--- src/rtl/iomem_timer_if.sv ---
// iomem bus bundle between the SoC initiator port and a responder peripheral.
// Initiator holds valid/addr/wdata/wstrb stable until the one-cycle ready pulse.
interface iomem_timer_if;
  logic        iomem_valid;
  logic        iomem_ready;
  logic [3:0]  iomem_wstrb;
  logic [31:0] iomem_addr;
  logic [31:0] iomem_wdata;
  logic [31:0] iomem_rdata;

  modport master (
    output iomem_valid, iomem_wstrb, iomem_addr, iomem_wdata,
    input  iomem_ready, iomem_rdata
  );

  modport slave (
    input  iomem_valid, iomem_wstrb, iomem_addr, iomem_wdata,
    output iomem_ready, iomem_rdata
  );
endinterface

--- src/rtl/iomem_timer.sv ---
// iomem responder: 32-bit down-counting timer with irq plus 2-bit LED register; IOMEM_TIMER_PRESCALER_EN adds PRESCALE at 0x10.
// Latency: every selected access acknowledged one cycle after select, rdata registered alongside ready.
// Backpressure: none; initiator holds the request until ready, so back-to-back accesses complete every 2 cycles.
module iomem_timer #(
  parameter logic [31:0] BASE_ADDR = 32'h0300_0000
) (
  input  logic          clk,
  input  logic          reset,
  iomem_timer_if.slave  bus,
  output logic          irq,
  output logic          led1,
  output logic          led2
);

  localparam logic [5:0] OFF_CTRL   = 6'h00;
  localparam logic [5:0] OFF_LOAD   = 6'h01;
  localparam logic [5:0] OFF_COUNT  = 6'h02;
  localparam logic [5:0] OFF_STATUS = 6'h03;
  localparam logic [5:0] OFF_PRESC  = 6'h04;

  function automatic logic [31:0] byte_merge(
    input logic [31:0] old_val,
    input logic [31:0] new_val,
    input logic [3:0]  strb
  );
    logic [31:0] res;
    res = old_val;
    for (int b = 0; b < 4; b++) begin
      if (strb[b]) res[8*b +: 8] = new_val[8*b +: 8];
    end
    return res;
  endfunction

  logic        ready_q;
  logic [31:0] rdata_q;
  logic        ctrl_en;
  logic        ctrl_reload;
  logic        ctrl_irq_en;
  logic [1:0]  ctrl_led;
  logic [31:0] load_q;
  logic [31:0] count_q;
  logic [31:0] count_d;
  logic        expired_q;
  logic        expire;
  logic        tick;
  logic [31:0] rd_mux;

  logic       sel;
  logic       acc;
  logic       wr;
  logic [5:0] off;
  logic       wr_ctrl;
  logic       wr_load;
  logic       wr_count;
  logic       w1c_status;
  logic       unused_addr_lsb;

  assign sel = bus.iomem_valid && (bus.iomem_addr[31:8] == BASE_ADDR[31:8]);
  // The cycle that raises ready is the only one that commits a write or samples a read.
  assign acc = sel && !ready_q;
  assign wr  = acc && (bus.iomem_wstrb != 4'b0000);
  assign off = bus.iomem_addr[7:2];
  assign unused_addr_lsb = ^bus.iomem_addr[1:0];

  assign wr_ctrl    = wr && (off == OFF_CTRL);
  assign wr_load    = wr && (off == OFF_LOAD);
  assign wr_count   = wr && (off == OFF_COUNT);
  assign w1c_status = wr && (off == OFF_STATUS) && bus.iomem_wstrb[0] && bus.iomem_wdata[0];

`ifdef IOMEM_TIMER_PRESCALER_EN
  logic [15:0] presc_q;
  logic [15:0] pcnt_q;
  logic        wr_presc;

  assign wr_presc = wr && (off == OFF_PRESC);
  assign tick     = ctrl_en && (pcnt_q == presc_q);

  always_ff @(posedge clk or posedge reset) begin
    if (reset) begin
      presc_q <= 16'h0;
      pcnt_q  <= 16'h0;
    end else begin
      if (wr_presc && bus.iomem_wstrb[0]) presc_q[7:0]  <= bus.iomem_wdata[7:0];
      if (wr_presc && bus.iomem_wstrb[1]) presc_q[15:8] <= bus.iomem_wdata[15:8];
      if (wr_presc || !ctrl_en || tick) pcnt_q <= 16'h0;
      else                              pcnt_q <= pcnt_q + 16'h1;
    end
  end
`else
  assign tick = 1'b1;
`endif

  // A COUNT write replaces the whole step on its edge, expiry included.
  always_comb begin
    count_d = count_q;
    expire  = 1'b0;
    if (tick && ctrl_en && (count_q != 32'h0)) begin
      if (count_q == 32'h1) begin
        expire  = 1'b1;
        count_d = ctrl_reload ? load_q : 32'h0;
      end else begin
        count_d = count_q - 32'h1;
      end
    end
    if (wr_count) begin
      count_d = byte_merge(count_q, bus.iomem_wdata, bus.iomem_wstrb);
      expire  = 1'b0;
    end
  end

  always_comb begin
    rd_mux = 32'h0;
    case (off)
      OFF_CTRL:   rd_mux = {26'h0, ctrl_led, 1'b0, ctrl_irq_en, ctrl_reload, ctrl_en};
      OFF_LOAD:   rd_mux = load_q;
      OFF_COUNT:  rd_mux = count_q;
      OFF_STATUS: rd_mux = {31'h0, expired_q};
`ifdef IOMEM_TIMER_PRESCALER_EN
      OFF_PRESC:  rd_mux = {16'h0, presc_q};
`endif
      default:    rd_mux = 32'h0;
    endcase
  end

  always_ff @(posedge clk or posedge reset) begin
    if (reset) begin
      ready_q     <= 1'b0;
      rdata_q     <= 32'h0;
      ctrl_en     <= 1'b0;
      ctrl_reload <= 1'b0;
      ctrl_irq_en <= 1'b0;
      ctrl_led    <= 2'b00;
      load_q      <= 32'h0;
      count_q     <= 32'h0;
      expired_q   <= 1'b0;
    end else begin
      ready_q <= acc;
      rdata_q <= acc ? rd_mux : 32'h0;
      if (wr_ctrl && bus.iomem_wstrb[0]) begin
        ctrl_en     <= bus.iomem_wdata[0];
        ctrl_reload <= bus.iomem_wdata[1];
        ctrl_irq_en <= bus.iomem_wdata[2];
        ctrl_led    <= bus.iomem_wdata[5:4];
      end
      if (wr_load) load_q <= byte_merge(load_q, bus.iomem_wdata, bus.iomem_wstrb);
      count_q <= count_d;
      // Expiry set beats a same-edge W1C so an event is never lost.
      if (expire)          expired_q <= 1'b1;
      else if (w1c_status) expired_q <= 1'b0;
    end
  end

  assign bus.iomem_ready = ready_q;
  assign bus.iomem_rdata = rdata_q;
  assign irq  = expired_q & ctrl_irq_en;
  assign led1 = ctrl_led[0];
  assign led2 = ctrl_led[1];

endmodule

--- src/flat_wrapper.sv ---
// flat-port wrapper written by rule: the top's interface ports become plain ports
module iomem_timer_flat 
#(
  parameter logic [31:0] BASE_ADDR = 32'h0300_0000
)
  (clk, reset, irq, led1, led2, bus_iomem_valid, bus_iomem_wstrb, bus_iomem_addr, bus_iomem_wdata, bus_iomem_ready, bus_iomem_rdata);
  iomem_timer_if bus_i ();
  input  logic clk;
  input  logic reset;
  output logic irq;
  output logic led1;
  output logic led2;
  input wire logic [$bits(bus_i.iomem_valid)-1:0] bus_iomem_valid;
  input wire logic [$bits(bus_i.iomem_wstrb)-1:0] bus_iomem_wstrb;
  input wire logic [$bits(bus_i.iomem_addr)-1:0] bus_iomem_addr;
  input wire logic [$bits(bus_i.iomem_wdata)-1:0] bus_iomem_wdata;
  output wire logic [$bits(bus_i.iomem_ready)-1:0] bus_iomem_ready;
  output wire logic [$bits(bus_i.iomem_rdata)-1:0] bus_iomem_rdata;
  assign bus_i.iomem_valid = bus_iomem_valid;
  assign bus_i.iomem_wstrb = bus_iomem_wstrb;
  assign bus_i.iomem_addr = bus_iomem_addr;
  assign bus_i.iomem_wdata = bus_iomem_wdata;
  assign bus_iomem_ready = bus_i.iomem_ready;
  assign bus_iomem_rdata = bus_i.iomem_rdata;
  iomem_timer #(.BASE_ADDR(BASE_ADDR)) u_core (.clk(clk), .reset(reset), .bus(bus_i), .irq(irq), .led1(led1), .led2(led2));
endmodule
--- config.mk ---
export PLATFORM = sky130hd
export DESIGN_NAME = iomem_timer_flat
export DESIGN_NICKNAME = d
export VERILOG_FILES = /design/src/rtl/iomem_timer_if.sv /design/src/rtl/iomem_timer.sv /design/src/flat_wrapper.sv
export SDC_FILE = /design/constraint.sdc
export NUM_CORES = 1
export LEC_CHECK = 0
export CAP_MARGIN = 20
export CORE_ASPECT_RATIO = 0.6
export CORE_MARGIN = 1
export CORE_UTILIZATION = 30
export DETAILED_ROUTE_END_ITERATION = 10
export PLACE_DENSITY = 0.55
export SETUP_SLACK_MARGIN = 0.05
export SYNTH_ARGS = -nofsm -noshare
export SYNTH_HDL_FRONTEND = slang
export SYNTH_SLANG_ARGS = --single-unit
--- constraint.sdc ---
create_clock -name clk -period 3.85 [get_ports clk]
set_clock_uncertainty 0.15 [all_clocks]
set_input_delay 1.155 -clock clk [delete_from_list [all_inputs] [get_ports clk]]
set_output_delay 1.155 -clock clk [all_outputs]
set_load 0.01 [all_outputs]
======== Yosys cells after proc, flatten, opt, wreduce, memory -nomap -nowiden ========
Cells that the tools add are included.
word-level totals
  bits of input ports ..................... 71
  logic and storage cells ................. 66
  register bits after elaboration ......... 103
cells by class
  reductions and logical operators ........ 25
  eq/ne operators ......................... 9
  $add $sub $neg .......................... 1
  bitwise operators ....................... 1
  muxes and demuxes ....................... 15
operators with widths
  operator                 count
  $mux W32                 5
  $pmux W32 S4             1
  $eq A32 B1 Y1 const B    1
  $mux W8                  4
  $reduce_bool A32 Y1      1
  $sub A32 B1 Y32 const B  1
  $eq A24 B18 Y1 const B   1
  $reduce_and A2 Y1        8
  $eq A6 B2 Y1 const B     2
  $logic_and A1 B1 Y1      11
  $ne A2 B2 Y1 const B     4
  $eq A6 B1 Y1 const B     1
  $logic_not A6 Y1         1
  $mux W1                  5
  $reduce_bool A2 Y1       2
  $reduce_bool A4 Y1       1
  $and A1 B1 Y1            1
  $logic_not A1 Y1         1

======== Depth between registers and ports, before layout ========
Gate-level depths: netlist (run 1).
  depth in word-level cells ............... 9
  mapped depth ............................ 11
  mapped depth without buffers ............ 8

======== Least setup slack after synthesis (run 1) ========
OpenSTA, ideal clock, no wires.
  kind .................................... input-to-reg
  from .................................... in bus_iomem_addr[5]
  to ...................................... reg u_core.count_q[10]
  data required time ...................... 3.577 ns
  library setup time ...................... 0.123 ns
  arrival ................................. 2.984 ns
  stages on the path ...................... 6
  path slack .............................. 0.593 ns
  cell sequence ........................... nor4_1 > and3b_1 > nor4b_1 > clkbuf_1 > mux2_2 > o221a_2
on the way
  longest elaborated chain between the ends .. 4
RTL lines
  item                                                                 RTL line            RTL
  start: declaration                                                   flat_wrapper.sv:15  input wire logic [$bits(bus_i.iomem_addr)-1:0] bus_iomem_addr;
  $eq A6 B2 Y1 *                                                       iomem_timer.sv:67   assign wr_count = wr && (off == OFF_COUNT);
  $logic_and A1 B1 Y1 *                                                iomem_timer.sv:67
  $ne A2 B2 Y1 (no line) / $reduce_bool A2 Y1 (equally long branches)  n/a
  $reduce_and A2 Y1 (no line)                                          n/a
  end signal: assignment                                               iomem_timer.sv:146  count_q <= count_d;
  end: declaration                                                     iomem_timer.sv:41   logic [31:0] count_q;
Every way passes the cells marked *; elsewhere a longest branch is shown, timed or not.
A chain may end at the register's enable or synchronous reset.

======== Final worst setup path (run 1) ========
  from .................................... in bus_iomem_addr[18]
  to ...................................... reg u_core.count_q[30]
on the way
  longest elaborated chain between the ends .. 7
RTL lines
  item                                                                 RTL line           RTL
  $eq A24 B18 Y1 *                                                     iomem_timer.sv:58  assign sel = bus.iomem_valid && (bus.iomem_addr[31:8] == BASE_ADDR[31:8]);
  $logic_and A1 B1 Y1 *                                                iomem_timer.sv:58
  $logic_and A1 B1 Y1 *                                                iomem_timer.sv:60  assign acc = sel && !ready_q;
  $logic_and A1 B1 Y1 *                                                iomem_timer.sv:61  assign wr = acc && (bus.iomem_wstrb != 4'b0000);
  $logic_and A1 B1 Y1 *                                                iomem_timer.sv:67
  $ne A2 B2 Y1 (no line) / $reduce_bool A2 Y1 (equally long branches)  n/a
  $reduce_and A2 Y1 (no line)                                          n/a
Marks and branches as above.

==> results of run 1 <==
==> cells in the final DEF (no fill, tap or decap), drive strengths merged, types with 3 or more instances in the layout <==
master	count
and2	7
o21ai	9
o22ai	5
a31oi	8
nor4b	6
a211o	6
or4	5
mux2i	16
nor3	7
buf	30
a211oi	7
nor2	57
xor2	17
a311oi	5
dfrtp	103
nor4	20
nand4	10
inv	10
nand2	19
clkdlybuf4s50	104
nor2b	6
a22oi	28
o31ai	5
o211ai	6
o221a	5
a21oi	27
nand3	20
mux2	37
and3	6
clkbuf	9
xnor2	11
clkinv	3
==> cells in the mapped netlist, types with 5 or more instances <==
cell and instances:
inv_1 8, o31ai_1 5, nand2_1 19, nor4b_1 5
a311oi_1 5, o22ai_1 5, and3_1 6, a22oi_1 28
o211ai_1 6, clkbuf_1 29, and2_1 7, a211o_1 6
nand3_1 20, nor3_1 7, mux2_2 34, mux2i_1 16
nor4_1 18, nand4_1 10, xnor2_1 11, a21oi_1 27
dfrtp_1 103, nor2b_1 6, o21ai_1 8, xor2_1 17
buf_2 6, a211oi_1 7, a31oi_1 8, o221a_2 5
nor2_1 56
==> layout make-up <==
type,count,area (sq um)
inverter,8,33.8
clock buffer,9,225
multi-input combinational,380,2680
tap,234,293
sequential,103,2580
fill,1736,10300
clock inverter,7,66.3
timing repair buffer,134,1280
==> worst register-to-register path: cells and delay by family (launching register included) <==
kind,cells,cell delay [ns]
AND/OR/NAND/NOR,4,1.57
flip-flops,1,0.44
AO/OA/AOI/OAI,2,0.37
buffers and inverters,1,0.37
==> flip-flops by register name, summed over array words and instances (netlist names) <==
name / count
u_core.bus.iomem_rdata: 32
u_core.bus.iomem_ready: 1
u_core.count_q: 32
u_core.ctrl_en: 1
u_core.ctrl_irq_en: 1
u_core.ctrl_led: 2
u_core.ctrl_reload: 1
u_core.expired_q: 1
u_core.load_q: 32
==> report_power, final <==
part | switching [uW] | internal [uW] | total, uW | leakage, uW
logic | 50.8 | 71.4 | 122 | 0.00141
registers | 0.000129 | 1080 | 1080 | 0.00143
clock network | 445 | 454 | 899 | 0.000141
==> metrics by stage <==
step | setup slack, ns | std cells | power (uW)
floorplan | 0.593 | 529 | 1130
global placement | 0.135 | 859 | 1220
detailed placement | 0.110 | 859 | 1230
CTS | 0.434 | 875 | 2130
global route | 0.219 | 875 | 2170
finish | 0.442 | 875 | 2100
==> cells by family after synthesis <==
group	count (synthesis)	share of synthesized area, %
AND/OR/NAND/NOR	174	17.3
XOR/XNOR	28	4.52
adder cells (fa/ha/maj)	2	0.461
flip-flops	103	47.5
buffers and inverters	46	3.32
multiplexers	54	11.0
AO/OA/AOI/OAI	122	15.9
==> worst max-delay path by stage <==
stage | cells past startpoint | slack (ns) | to | startpoint
2_1_floorplan | 6 | 0.59 | u_core.count_q[10] | bus_iomem_addr[5]
3_5_place_dp | 9 | 0.11 | u_core.count_q[20] | bus_iomem_wstrb[0]
4_1_cts | 9 | 0.43 | u_core.count_q[30] | bus_iomem_addr[18]
5_1_grt | 9 | 0.22 | u_core.count_q[30] | bus_iomem_addr[13]
3_3_place_gp | 9 | 0.13 | u_core.count_q[8] | bus_iomem_wstrb[0]
6_report | 9 | 0.44 | u_core.count_q[30] | bus_iomem_addr[18]
==> routing by layer <==
metal,GRT usage [%],vias to the layer above
li1,-,2197
met1,26.4,2288
met2,25.9,159
met3,3.54,14
met4,4.10,0
met5,0,-
==> key figures, run 1 <==
Route
  • Iteration-0 DRC Markers: 409
  • Post-DR vias/cell: 5.32
  • Antenna Nets Post-Route: 0
  • Drt first pass iters: 5
  • Met3 Routed Length: 1.01 mm
  • Met2 WL: roughly 7 mm
  • DRC: 0
  • Vias: 4,658
  • M1 WL: ~8.0 mm
  • Drt wl/cell: 18.2 um
  • Final WL: between 15 and 20 mm
  • DR top layer: met4

Logic synthesis
  • Average cell area after synthesis: 10.3 sq um
  • Top cell type's share of synthesized area: 47.5%
  • Seq/Total Area, Yosys: 47.5%
  • Post-synth EDFFs: 0
  • Synthesized flop and latch total: slightly above 100
  • Syn Inst Count: about 530
  • YS warnings: 0
  • Synth area leaders: dfrtp_1 47%, mux2_2 7.1%, a22oi_1 3.9%
  • Synth async-reset ratio: 100%
  • Post-Syn Area: approximately 0.0054 sq mm
  • Area leader, netlist: dfrtp_1
  • Synthesized net count: about 600
  • Yosys cell types: 56
  • Top_reg_cell synth: dfrtp_1

Global route
  • Global Route Usage Sum: 17.7%
  • First-pass GRT wire length: about 26 mm
  • Largest net degree at the start of global routing: 104
  • Antenna violations before repair: 0
  • Overflow after GRT: 0
  • Vias in the first global route: 4,764

Worst setup path
  • CP max FO: 6
  • Worst path cell trace: clkdlybuf4s50_1 > nor4b_1 > nand3_1 > nor4b_2 > buf_4 > buf_4 > and2_1 > nor2_1 > a221oi_1
  • Most frequent CP cell: buf_4
  • Worst R2R End: u_core.count_q[6]
  • Largest stage delay on the critical path: ~0.41 ns
  • Slowest stage cell on the critical path: clkdlybuf4s50_1
  • Critical path's top delay family: simple AND/OR/NAND/NOR gates
  • Reg2Reg Depth: 7
  • Worst reg2reg startpoint: u_core.count_q[19]
  • CP startpoint kind: input port
  • WP buf/inv: 3
  • CP Class: input port to register
  • Endpoint class of the critical path: register
  • Critical Path AT: around 3.5 ns
  • R2R Setup Slk: slightly above 0.8 ns
  • Worst path required time: 3.94 ns

Finish
  • Net count, final: about 710
  • Antenna cells: 0
  • Post-layout instance area: 0.00715 sq mm
  • Area Growth Syn to Fin: 31.7%
  • Share of layout cells above drive strength 1: 15.3%
  • Finished Core Util: slightly above 40%

Die
  • Die area: 0.0187 sq mm
  • Core area: 0.0174 sq mm
  • Die X: between 150 and 200 um
  • # IOs: 107
  • Die height: 106 um
  • Initial Util: 31.2%
  • # rows: 37

Placed design
  • Routability-driven placement congestion ratio: 0.886
  • DP Area: roughly 0.0069 sq mm
  • Post-DP HPWL: roughly 11 mm
  • I/O Buffers: 104

CTS
  • Maximum clock insertion buffer count: 2
  • H-Tree Depth: 3
  • Skew-Pair Late Insertion Delay: 0.36 ns
  • Clk slew on worst S/H paths: 0.08 ns
  • Root buffer cell: clkbuf_16
  • Hold buffers post-CTS: 0
  • CTS resizes: 0
  • CTS tree: yes
  • Post-CTS Setup Bufs: 0
  • Clock Sinks: 103
  • TritonCTS buffer count: 9

Flow run
  • Max Cap Violations: 0

STA
  • Fmax: 293 MHz
  • WHS: around 0.36 ns
  • Final setup fails: 0
  • Hold Fails Final Rpt: 0
  • Setup tns final: 0 ns
  • Max Slew Vio Count: 0
  • RSZ-0062 raised after global routing: false
  • Slew headroom: 51.4%
  • Final Cycle Share: 88.5%
  • Tightest Pin Transition: 0.727 ns
  • Crit path time final: ~3.4 ns

Power
  • Leak pwr: between 0.002 and 0.003 uW
  • Max VDD drop: 0.210 mV
  • Pwr Density: 294 mW/mm^2

Hold path
  • Hold_sp: u_core.ctrl_reload
  • Hold depth: 1
  • Worst min path class: register to register
  • Hold EP: u_core.ctrl_reload

Run status
  • Status: finished clean
No activity file was read; power rests on OpenSTA's default activity.
==> run 2, diff against run 1 <==
Settings changed: ABC_AREA set to 1, PLACE_DENSITY 0.55 to 0.54, SLEW_MARGIN set to 30.
==> run 2 against run 1 <==
Compared with the run above:
- maximum frequency is 4.2% higher
- combinational power is 9.8% higher
- die area is 12% higher
- clock-buffer cell count is 2 higher
- sequential power hardly changed
- register-to-register slack better by 0.65 ns
- critical path type unchanged
==> key figures, run 2 <==
STA
  • Max Slew Vio Count: 0 (unchanged)
  • Slew headroom: 50.5% (-0.91 points)
  • WHS: 0.351 ns (-0.0115 ns)
  • Final setup fails: 0 (unchanged)
  • Hold Fails Final Rpt: 0 (unchanged)
  • Crit path time final: 3.27 ns (-0.138 ns)
  • RSZ-0062 raised after global routing: false
  • Final WS setup: 0.580 ns (+0.138 ns)
  • Final Cycle Share: 84.9% (-3.6 points)
  • Fmax: 306 MHz (+4.2%)
  • Setup tns final: 0 ns (unchanged)
  • Tightest Pin Transition: 0.737 ns (+0.00947 ns)

Die
  • Die X: 186 um (+5.8%)
  • Initial Util: 31.3% (+0.12 points)
  • Die area: 0.0209 sq mm (+12%)
  • Die height: 112 um (+5.7%)
  • # IOs: 107 (unchanged)
  • Core area: 0.0194 sq mm (+12%)
  • # rows: 39 (+5.4%)

Worst setup path
  • Endpoint class of the critical path: register
  • Largest stage delay on the critical path: 0.48 ns (+0.07 ns)
  • Critical path's top delay family: simple AND/OR/NAND/NOR gates
  • CP max FO: 18 (+12)
  • Most frequent CP cell: nand2_1
  • Critical Path AT: 3.41 ns (-0.09 ns)
  • WP buf/inv: 4 (+1)
  • R2R Setup Slk: 1.48 ns (+0.65 ns)
  • Slowest stage cell on the critical path: clkdlybuf4s50_1
  • Worst path required time: 3.99 ns (+0.05 ns)
  • CP Class: input port to register
  • Worst path cell trace: clkdlybuf4s50_1 > nand2_1 > inv_1 > nand2_1 > nor2_1 > nand2_1 > nor2_4 > nand3_2 > nand2_2 > buf_4 > nand2_2 > clkinv_2 > nand2_1 > nand2_1
  • CP startpoint kind: input port

Global route
  • Global Route Usage Sum: 19.6% (+2.0 points)
  • Overflow after GRT: 0 (unchanged)
  • Antenna violations before repair: 0 (unchanged)
  • First-pass GRT wire length: 31.4 mm (+21%)
  • Largest net degree at the start of global routing: 104 (unchanged)
  • Vias in the first global route: 5,567 (+17%)

Route
  • Drt wl/cell: 15.3 um (-16%)
  • DRC: 0 (unchanged)
  • Antenna Nets Post-Route: 0 (unchanged)
  • Final WL: 19.3 mm (+21%)
  • Post-DR vias/cell: 4.74 (-11%)
  • Drt first pass iters: 5 (unchanged)
  • Iteration-0 DRC Markers: 432 (+5.6%)
  • Vias: 5,993 (+29%)

Finish
  • Commonest non-fill, non-tap cell in the layout: nand2_1
  • Share of layout cells above drive strength 1: 6.01% (-9.3 points)
  • Antenna cells: 0 (unchanged)
  • Most frequent cells in the layout: 327 x nand2_1, 115 x nand3_1, 104 x clkdlybuf4s50_1, 103 x dfrtp_1, 87 x nor2_1
  • Area Growth Syn to Fin: 27.7%
  • Final Non-Filler Cells: 1,264 (+44%)
  • Net count, final: 1,066 (+50%)
  • Fillers: 2,124 (+22%)
  • Finished Core Util: 40.0% (-1.1 points)

Power
  • Leak pwr: 0.00377 uW (+26%)
  • Pwr Density: 274 mW/mm^2 (-6.7%)
  • Flop pwr share: 50.7% (-0.7 points)
  • Logic pwr share: 6.3% (+0.5 points)
  • P_int: 1630 uW (+1.7%)
  • Clock network fraction of total power: 43.0% (+0.2 points)
  • Switch Pwr: 497 uW (+0.19%)
  • Max VDD drop: 0.198 mV (-5.6%)
  • Sw Ratio: 23.3% (-0.27 points)

CTS
  • CTS resizes: 0 (unchanged)
  • Post-CTS Setup Bufs: 0 (unchanged)
  • Clk slew on worst S/H paths: 0.08 ns (about the same)
  • CTS tree: yes
  • TritonCTS buffer count: 9 (unchanged)
  • Hold buffers post-CTS: 0 (unchanged)
  • Clock Sinks: 103 (unchanged)
  • Root buffer cell: clkbuf_16
  • Maximum clock insertion buffer count: 2 (unchanged)
  • Skew-Pair Late Insertion Delay: 0.35 ns (about the same)
  • H-Tree Depth: 3 (unchanged)

Logic synthesis
  • Top_reg_cell synth: dfrtp_1
  • Most common cell in the netlist: nand2_1
  • YS warnings: 0 (unchanged)
  • Average cell area after synthesis: 6.84 sq um (-33%)
  • Seq/Total Area, Yosys: 42.4% (-5.1 points)
  • Synthesized flop and latch total: 103 (unchanged)
  • Synth async-reset ratio: 100% (unchanged)
  • Top cell type's share of synthesized area: 42.4% (-5.1 points)
  • Synthesized net count: 962 (+60%)
  • Yosys cell types: 36 (-36%)
  • Most frequent cells after synthesis: 327 x nand2_1, 115 x nand3_1, 103 x dfrtp_1
  • Synth area leaders: dfrtp_1 42%, nand2_1 20%, nand3_1 9.5%
  • Post-synth EDFFs: 0 (unchanged)
  • Syn Inst Count: 889 (+68%)
  • Post-Syn Area: 0.00608 sq mm (+12%)
  • Area leader, netlist: dfrtp_1

Placed design
  • Placement Setup Slack: 0.294 ns (+0.185 ns)
  • Post-DP HPWL: 14.3 mm (+26%)
  • Routability-driven placement congestion ratio: 0.916 (+3.4%)
  • I/O Buffers: 104 (unchanged)
  • Dpl cells: 1,248 (+45%)

Run status
  • Status: finished clean

Hold path
  • Worst min path class: register to register

Flow run
  • Max Cap Violations: 0 (unchanged)
==> run 2: worst paths after layout <==
| path | start | end | cells after the start |
|---|---|---|---|
| worst max-delay path | bus_iomem_addr[24] | u_core.count_q[27] | 14 |
| worst min-delay path | u_core.ctrl_reload | u_core.ctrl_reload | 2 |
| worst max register to register | u_core.count_q[0] | u_core.count_q[27] | 12 |
| worst min register to register | u_core.ctrl_reload | u_core.ctrl_reload | 2 |
| max in group asynchronous | reset | u_core.count_q[18] | 3 |
| min in group asynchronous | reset | u_core.bus.iomem_rdata[9] | 3 |
==> run 2: worst register-to-register path, cell delays in order (launching register included) <==
cell and delay, ns:
dfrtp_1 0.44, inv_1 0.10, ha_1 0.22, nand2_2 0.11, nor2_4 0.21, nand2_2 0.08
o21a_1 0.19, nand2_2 0.13, buf_4 0.30, nand2_2 0.11, clkinv_2 0.13, nand2_1 0.07
nand2_1 0.07
==> run 2: final cells by class <==
cell class	count	area (sq um)	share of cell area, %
sequential	103	2580	33.2
tap	266	333	4.29
clock inverter	5	40.0	0.516
clock buffer	11	253	3.26
inverter	86	335	4.32
multi-input combinational	673	3040	39.1
timing repair buffer	120	1190	15.3
==> run 2: logic make-up after synthesis <==
logic type / synth area share, %
compound gates: 7.64
flops: 42.4
simple gates: 40.9
fa+ha+maj: 0.412
buf+inv: 7.60
xor+xnor: 1.01
==> run 2: per-layer routing <==
metal | wire [um] | part of all wire, % | up-vias | global-route usage (%)
li1 | - | - | 3051 | -
met3 | 1490 | 7.7 | 11 | 4.32
met4 | 131 | 0.68 | 0 | 3.11
met2 | 6900 | 36 | 230 | 24.8
met1 | 10800 | 56 | 2701 | 33.0
met5 | 0 | 0 | - | 0
==> run 2: metrics by stage <==
stage	total power, uW	cell area, sq um
6_report	2130	7760
5_1_grt	2220	7760
3_5_place_dp	1240	7470
4_1_cts	2160	7760
3_3_place_gp	1240	7470
2_1_floorplan	1140	6080
==> run 2: power groups by stage <==
stage | clock, uW | combinational, uW | sequential (uW)
2_1_floorplan | 0 | 40.1 | 1100
3_3_place_gp | 0 | 136 | 1100
3_5_place_dp | 0 | 136 | 1100
4_1_cts | 942 | 137 | 1080
5_1_grt | 988 | 151 | 1080
6_report | 915 | 134 | 1080
